`config.mk`:
```
export PLATFORM = sky130hd
export DESIGN_NAME = logic_unit_pipe
export DESIGN_NICKNAME = d
export VERILOG_FILES = /design/src/rtl/logic_unit_pkg.sv /design/src/rtl/logic_op_core.sv /design/src/rtl/logic_unit_pipe.sv
export SDC_FILE = /design/constraint.sdc
export NUM_CORES = 1
export LEC_CHECK = 0
export ABC_AREA = 1
export CAP_MARGIN = 20
export CORE_ASPECT_RATIO = 1.2
export CORE_MARGIN = 4
export CORE_UTILIZATION = 57
export DETAILED_ROUTE_END_ITERATION = 10
export PLACE_DENSITY = 0.86
export SLEW_MARGIN = 20
export SYNTH_ARGS = -nofsm -noshare
export SYNTH_HDL_FRONTEND = slang
export SYNTH_HIERARCHICAL = 1
export SYNTH_SLANG_ARGS = --single-unit
```
`constraint.sdc`:
```
create_clock -name iClk -period 2.4 [get_ports iClk]
set_input_delay 0.48 -clock iClk [delete_from_list [all_inputs] [get_ports iClk]]
set_output_delay 0.48 -clock iClk [all_outputs]
set_load 0.05 [all_outputs]
```
`src/rtl/logic_unit_pkg.sv`:
```
// Shared op codes and parameter limits for the bitwise logic unit and its users.
package logic_unit_pkg;

  localparam logic [2:0] OP_AND  = 3'b000;
  localparam logic [2:0] OP_OR   = 3'b001;
  localparam logic [2:0] OP_NOT  = 3'b010;
  localparam logic [2:0] OP_NAND = 3'b011;
  localparam logic [2:0] OP_NOR  = 3'b100;
  localparam logic [2:0] OP_XOR  = 3'b101;
  localparam logic [2:0] OP_XNOR = 3'b110;
  localparam logic [2:0] OP_PASS = 3'b111;

  localparam int WIDTH_MIN  = 1;
  localparam int WIDTH_MAX  = 32;
  localparam int STAGES_MIN = 1;
  localparam int STAGES_MAX = 4;

endpackage

```
`src/rtl/logic_op_core.sv`:
```
// Combinational eight-way bitwise operator on WIDTH-bit operands.
// Zero latency; no flow control, output follows inputs.
module logic_op_core
  import logic_unit_pkg::*;
#(
  parameter int WIDTH = 8
) (
  input  logic [2:0]       iOp,
  input  logic [WIDTH-1:0] iA,
  input  logic [WIDTH-1:0] iB,
  output logic [WIDTH-1:0] oY
);

  always_comb begin
    oY = iA;
    case (iOp)
      OP_AND:  oY = iA & iB;
      OP_OR:   oY = iA | iB;
      OP_NOT:  oY = ~iA;
      OP_NAND: oY = ~(iA & iB);
      OP_NOR:  oY = ~(iA | iB);
      OP_XOR:  oY = iA ^ iB;
      OP_XNOR: oY = ~(iA ^ iB);
      OP_PASS: oY = iA;
      default: oY = iA;
    endcase
  end

endmodule

```
`src/rtl/logic_unit_pipe.sv`:
```
// Pipelined bitwise logic unit with accumulator and zero/parity flags.
// Latency STAGES cycles, one op per cycle; no backpressure, results cannot stall.
module logic_unit_pipe
  import logic_unit_pkg::*;
#(
  parameter int WIDTH  = 8,
  parameter int STAGES = 2
) (
  input  logic             iClk,
  input  logic             iRst,
  input  logic             iValid,
  input  logic [2:0]       iOp,
  input  logic [WIDTH-1:0] iA,
  input  logic [WIDTH-1:0] iB,
  input  logic             iAcc,
  input  logic             iClr,
  output logic             oValid,
  output logic [WIDTH-1:0] oY,
  output logic             oZero,
  output logic             oParity,
  output logic [WIDTH-1:0] oAcc
);

  if (WIDTH < WIDTH_MIN || WIDTH > WIDTH_MAX || STAGES < STAGES_MIN || STAGES > STAGES_MAX) begin : gBadParam
    $error("logic_unit_pipe: WIDTH or STAGES out of range");
  end

  logic [WIDTH-1:0] accQ;
  logic [WIDTH-1:0] accOperand;
  logic [WIDTH-1:0] bOperand;
  logic [WIDTH-1:0] opResult;

  // A clear in the same cycle as an accumulate op zeroes the operand, not just the register.
  assign accOperand = iClr ? '0 : accQ;
  assign bOperand   = iAcc ? accOperand : iB;

  logic_op_core #(
    .WIDTH (WIDTH)
  ) uOpCore (
    .iOp (iOp),
    .iA  (iA),
    .iB  (bOperand),
    .oY  (opResult)
  );

  always_ff @(posedge iClk or posedge iRst) begin
    if (iRst) begin
      accQ <= '0;
    end else if (iValid && iAcc) begin
      accQ <= opResult;
    end else if (iClr) begin
      accQ <= '0;
    end
  end

  // Index 0 is the unregistered stage-1 input; index k is the output of stage k.
  logic [STAGES:0]            validChain;
  logic [STAGES:0][WIDTH-1:0] dataChain;

  assign validChain[0] = iValid;
  assign dataChain[0]  = opResult;

  for (genvar k = 1; k <= STAGES; k++) begin : gStage
    logic             validQ;
    logic [WIDTH-1:0] dataQ;

    always_ff @(posedge iClk or posedge iRst) begin
      if (iRst) begin
        validQ <= 1'b0;
        dataQ  <= '0;
      end else begin
        validQ <= validChain[k-1];
        if (validChain[k-1]) begin
          dataQ <= dataChain[k-1];
        end
      end
    end

    assign validChain[k] = validQ;
    assign dataChain[k]  = dataQ;
  end

  assign oValid  = validChain[STAGES];
  assign oY      = dataChain[STAGES];
  assign oZero   = ~|oY;
  assign oParity = ^oY;
  assign oAcc    = accQ;

endmodule

```
* Word level (Yosys, flattened, before mapping)
Index checks and enable logic that the tools add are counted.
** Operators by class
- Eq/ne operators :: 7
- Mux-type cells :: 4
- Bitwise operators :: 7
- Reduce and logical (&&, ||, !) cells :: 5
** Operators by type and width (number)
- $pmux W8 S8 :: 1
- $not A8 Y8 :: 4
- $mux W8 :: 3
- $eq A3 B3 Y1 const B :: 4
- $and A8 B8 Y8 :: 1
- $or A8 B8 Y8 :: 1
- $reduce_or A8 Y1 :: 1
- $reduce_xor A8 Y1 :: 1
- $xor A8 B8 Y8 :: 1
- $eq A3 B2 Y1 const B :: 2
- $eq A3 B1 Y1 const B :: 1
- $logic_not A3 Y1 :: 1
- $logic_and A1 B1 Y1 :: 1
- $logic_not A1 Y1 :: 1
** Storage, ports and cells
- Register bits after elaboration :: 26
- Input bits :: 24
- Output and inout port bits :: 19
- Word-level logic and storage cells :: 28

* Logic depth before layout (Yosys ltp)
- Depth in word-level cells :: 6
- Mapped depth :: 13
- Mapped depth without buffers :: 12

* By module
The synthesis kept the hierarchy.
** Modules (own cells, without submodules)
- logic_unit_pipe :: times used 1, cells an instance 149, area an instance 1293.7 um2, sequential area each 650.6 um2
- logic_op_core :: times used 1, cells an instance 176, area an instance 975.9 um2, sequential area each 0.0 um2

* Worst setup path after synthesis
No wires, ideal clock.
- Path type :: register -> output
- From :: reg gStage[2].dataQ[0] (netlist: oY[0])
- To :: out oParity
- Arrival time :: 1.610 ns
- Data required time :: 1.920 ns
- Slack :: 0.310 ns
- Stages on the path, launching flop included :: 8
- Path buffers :: 0
- Cells stage by stage :: dfrtp_1 inv_1 ha_1 nand2_1 inv_1 nor2_1 nand2_1 nand2_1
** Between the ends
- Cells in the longest elaborated chain, start to end :: 1
** RTL lines
- start: declaration :: line logic_unit_pipe.sv:65 : logic [WIDTH-1:0] dataQ;
- start signal: assignment :: line logic_unit_pipe.sv:74 : dataQ <= dataChain[k-1];
- $reduce_xor A8 Y1 :: line logic_unit_pipe.sv:86 : assign oParity = ^oY;
- end: declaration :: line logic_unit_pipe.sv:20 : output logic oParity,
Every way passes these cells.

* Worst setup path in the final report
- From :: reg gStage[2].dataQ[1] (netlist: oY[1])
- To :: out oZero
** Between the ends
- Cells in the longest elaborated chain, start to end :: 2
** RTL lines
- $reduce_or A8 Y1 :: line logic_unit_pipe.sv:85 : assign oZero = ~|oY;
- $logic_not A1 Y1 :: line logic_unit_pipe.sv:85
- end: declaration :: line logic_unit_pipe.sv:19 : output logic oZero,
Every way passes these cells.

==> results.txt <==
The arrival time of data at the critical path endpoint is 1.81 ns. The antenna violation net count after detailed routing is 0, and the routed via count divided by cell count is 5.116. The fraction of power consumed by sequential logic was 34.8%. Summing the sequential cell areas from Yosys gives 28.67% of the chip area. The tools report the fraction of power consumed by combinational cells as 47.1%.

In this run the vertical extent of the chip is 77.13 µm. The number of nets handed over by synthesis was 369. The number of storage elements in the synthesis netlist came out at 26.

The first TritonRoute pass finished after 6 iterations. The unique cell type count in the Yosys netlist is 22. The largest stage delay on the critical path was 0.80 ns. Final worst clock skew: 0.002421 ns. The run gives 24 as the row count.

Summed instance area of the synthesized netlist: 0.002270 mm². In this run the worst path has a maximum fanout of 2. Walking the worst path, the cells encountered are inv_1 -> ha_1 -> nand2_1 -> nor2_1 -> clkdlybuf4s50_1.

The per-cell routed wire length came out at 11.71 µm. The portion of synthesized cell area occupied by the leading cell type came out at 28.67%. Dividing the synthesized area by the synthesized cell count gives 6.984 µm².

The tools report the via count of the first global-routing pass as 2124. The post-route netlist has 11.87% of its cells at a drive strength greater than 1. The number of antenna diodes in the final layout is 0.

The logs give 0 for the final hold violation count and 26 for the number of clock sinks. For this design, the slowest cell found on the critical path is sky130_fd_sc_hd__clkdlybuf4s50_1. The tools report the leakage power as 1.493 nW. Based on the critical path, the design can be clocked at up to 436.9 MHz.

Transition at the pin with the smallest max-transition slack: 0.5902 ns. The synthesized netlist devotes 11.03% of its cell area to adder and majority cells. The number of cells in the design after placement came out at 427.

The fraction of power spent switching nets was 40.11%. The logs give 0 for the count of final max-slew check failures and 8721 µm for the first-pass GRT wire length. The final layout contains 424 nets.

The tools report the routed wire length as 5047 µm. The final weighted congestion in routability-driven placement is 0.8598, and the power density of the placed cells is 527.1 mW/mm². The post-synthesis instance total is 325, and the width of the chip is 65.61 µm. The clock network burns 18.1% of the power. The area fraction in compound gates after synthesis was 8.379%; the maximum clock path buffer count was 2. Together, buffers and inverters on the worst path number 2.

The tools report the critical path launch point type as a register. By area, the combinational part of the netlist is dominated by simple AND/OR/NAND/NOR gates. After detailed routing, the number of remaining DRC violations is 0. The cell at the root of the clock tree is sky130_fd_sc_hd__clkbuf_8. The effective utilization at floorplan was 60.95%; the number of warnings issued by yosys was 6. Yosys attributes the largest share of cell area to sky130_fd_sc_hd__dfrtp_1 29%, sky130_fd_sc_hd__nand2_1 12%, sky130_fd_sc_hd__ha_1 11%.

The total net switching power was 0.0006055 W; the worst ir drop on vdd was 0.2614 mV. Classification of the worst-slack hold path: reg2reg. Post-synthesis mux area share: 0%. Fraction of the mapped netlist area in simple logic gates: 36.77%.

Cell family with the largest share of critical-path delay: buffers and inverters. Maximum level of the CTS H-tree: 1. Entering global routing, the biggest net connects 27 pins. For the worst setup path, the data required time is 1.92 ns.

The number of design-rule violations left by the first detailed-router iteration is 75, and the area of the die is 0.005060 mm². Setup total negative slack on the finished layout was measured at 0 ns. Headroom to the max-slew limit came out at 60.51%. The cell taking the most area after synthesis is sky130_fd_sc_hd__dfrtp_1.

The internal power consumption was 0.0009041 W; the final period demand of the worst path was 2.289 ns. Kind of capture point of the worst setup path: an output pin. Number of antenna violations at the first check in global routing: 0.

The number of standard cells in the final layout excluding fillers came out at 431. Fill cells in the final layout number 331. In the finished design, the share of the clock period the worst path needs comes to 95.37%. Clock-pin slew was measured on the worst setup and hold paths at 0.08 ns. The logs give 0 for the number of post-CTS setup repair buffers and 0.67 ns for the setup slack of the most critical reg-to-reg path. TritonCTS built the clock tree. TritonCTS created 3 clock buffers. Top-level I/O count: 43. The clock reaches the later pin of the worst-skew pair after 0.26 ns. The routed layout has 2205 vias.

The tools report the placeable core area as 0.003724 mm². The layout overhead on the synthesized area was 26.19%; the max-cap violation count was 0. The synthesized netlist devotes 0% of its cell area to XOR and XNOR gates. Global routing used 21.31% of the available tracks across all layers.

The number of input and output port buffers inserted was 42; the final setup violation count was 0. Setup repair after global routing left no endpoint under its margin. Global routing finished with a remaining overflow of 0.

The flow ran to the end, and the final reports show no timing, DRC or antenna violations. The critical path is of the reg2out type. Once detailed placement completed, the half-perimeter wirelength came to 4117 µm.
==> area by class of cell <==
type | instances | area (µm²) | area share (%)
Clock buffer | 4 | 55.05 | 1.922
Inverter | 57 | 214.0 | 7.470
Multi-Input combinational cell | 229 | 1279 | 44.65
Sequential cell | 26 | 650.6 | 22.72
Tap cell | 52 | 65.06 | 2.272
Timing Repair Buffer | 63 | 600.6 | 20.97
==> through the flow <==
stage               utilization (%)  total power (W)  instance area [µm²]  hold WS [ns]  worst slack [ns]
finish                        76.92         0.001510                 2864        0.4876            0.1112
global route                  76.92         0.001612                 2864        0.5264          0.005751
CTS                           76.81         0.001522                 2860        0.4918           0.05956
detailed placement            75.34         0.001247                 2805        0.4691           -0.2412
global placement              75.34         0.001220                 2805        0.4626           -0.1435
floorplan                         -         0.001017                 2270        0.4371            0.3103
==> state kept, by name, summed over array words and instances (netlist names) <==
name and flops:
gStage.validQ 1, oValid 1, oY 8, gStage.dataQ 8
oAcc 8
==> kinds of logic (layout without fill, tap and decap cells) <==
kind of cell / Yosys count / count (layout)
AND/OR/NAND/NOR: 177 / 177
buffers and inverters: 70 / 124
AO/OA/AOI/OAI: 32 / 32
flip-flops: 26 / 26
adder cells (fa/ha/maj): 20 / 20
==> synth_stat cells <==
library cell and count:
sky130_fd_sc_hd__clkbuf_8 1, sky130_fd_sc_hd__nand4_1 16, sky130_fd_sc_hd__buf_2 2, sky130_fd_sc_hd__nor2_2 2, sky130_fd_sc_hd__nand3_1 24, sky130_fd_sc_hd__nand3_4 1
sky130_fd_sc_hd__nand2_1 73, sky130_fd_sc_hd__o21ai_0 10, sky130_fd_sc_hd__dfrtp_1 26, sky130_fd_sc_hd__nor3_4 1, sky130_fd_sc_hd__nor2_1 48, sky130_fd_sc_hd__inv_1 56
sky130_fd_sc_hd__a21oi_2 8, sky130_fd_sc_hd__buf_6 5, sky130_fd_sc_hd__nor2_4 3, sky130_fd_sc_hd__ha_1 20, sky130_fd_sc_hd__buf_4 4, sky130_fd_sc_hd__nand3b_1 8
sky130_fd_sc_hd__inv_2 1, sky130_fd_sc_hd__buf_12 1, sky130_fd_sc_hd__a21oi_1 14, sky130_fd_sc_hd__nand2_8 1
==> final timing paths <==
path,from,endpoint,depth (start not counted)
min reg2reg,gStage[1].dataQ[7],oY[7],2
max,oY[1],oZero,5
max in group asynchronous,iRst,gStage[1].dataQ[5],3
min in group asynchronous,iRst,oY[0],3
max reg2reg,oAcc[7],oAcc[7],11
min,gStage[1].dataQ[7],oY[7],2
==> power groups by stage <==
| stage | clock network [W] | registers [W] | logic, W |
|---|---|---|---|
| after detailed placement | 0 | 0.000534 | 0.000713 |
| final | 0.000273 | 0.000525 | 0.000711 |
| after global routing | 0.000301 | 0.000534 | 0.000777 |
| after floorplan | 0 | 0.000654 | 0.000363 |
| after global placement | 0 | 0.000533 | 0.000687 |
| after CTS | 0.000280 | 0.000526 | 0.000716 |
==> cell usage in the layout (no fill, tap or decap) <==
master,n
sky130_fd_sc_hd__inv_1,55
sky130_fd_sc_hd__nor2_4,3
sky130_fd_sc_hd__a21oi_2,9
sky130_fd_sc_hd__ha_1,20
sky130_fd_sc_hd__nand3_1,24
sky130_fd_sc_hd__a21oi_1,13
sky130_fd_sc_hd__nor2_1,48
sky130_fd_sc_hd__clkdlybuf4s50_1,41
sky130_fd_sc_hd__buf_4,20
sky130_fd_sc_hd__nand3_4,1
sky130_fd_sc_hd__nand4_1,16
sky130_fd_sc_hd__clkbuf_8,4
sky130_fd_sc_hd__nand2_1,73
sky130_fd_sc_hd__nand2_8,1
sky130_fd_sc_hd__buf_12,2
sky130_fd_sc_hd__inv_2,2
sky130_fd_sc_hd__dfrtp_1,26
sky130_fd_sc_hd__nand3b_1,8
sky130_fd_sc_hd__o21ai_0,10
sky130_fd_sc_hd__nor2_2,2
sky130_fd_sc_hd__nor3_4,1
==> routing by layer <==
metal	vias to the layer above	part of all wire (%)	track usage [%]
met5	-	0	0
met2	70	55	41.13
li1	1134	-	-
met4	0	1.0	7.054
met1	995	40	23.94
met3	6	4.4	1.316
==> worst min-delay path: stages (launching register included) <==
cell	delay [ns]
sky130_fd_sc_hd__dfrtp_1	0.35
sky130_fd_sc_hd__nand2_1	0.05
sky130_fd_sc_hd__o21ai_0	0.06
==> timing repair <==
item | CTS | global route
resized for setup | 0 | 2
endpoints found under the setup margin | 0 | 5
endpoints found under the hold margin | 0 | 0
hold buffers | 0 | 0
Power figures use the tool's default switching activity.
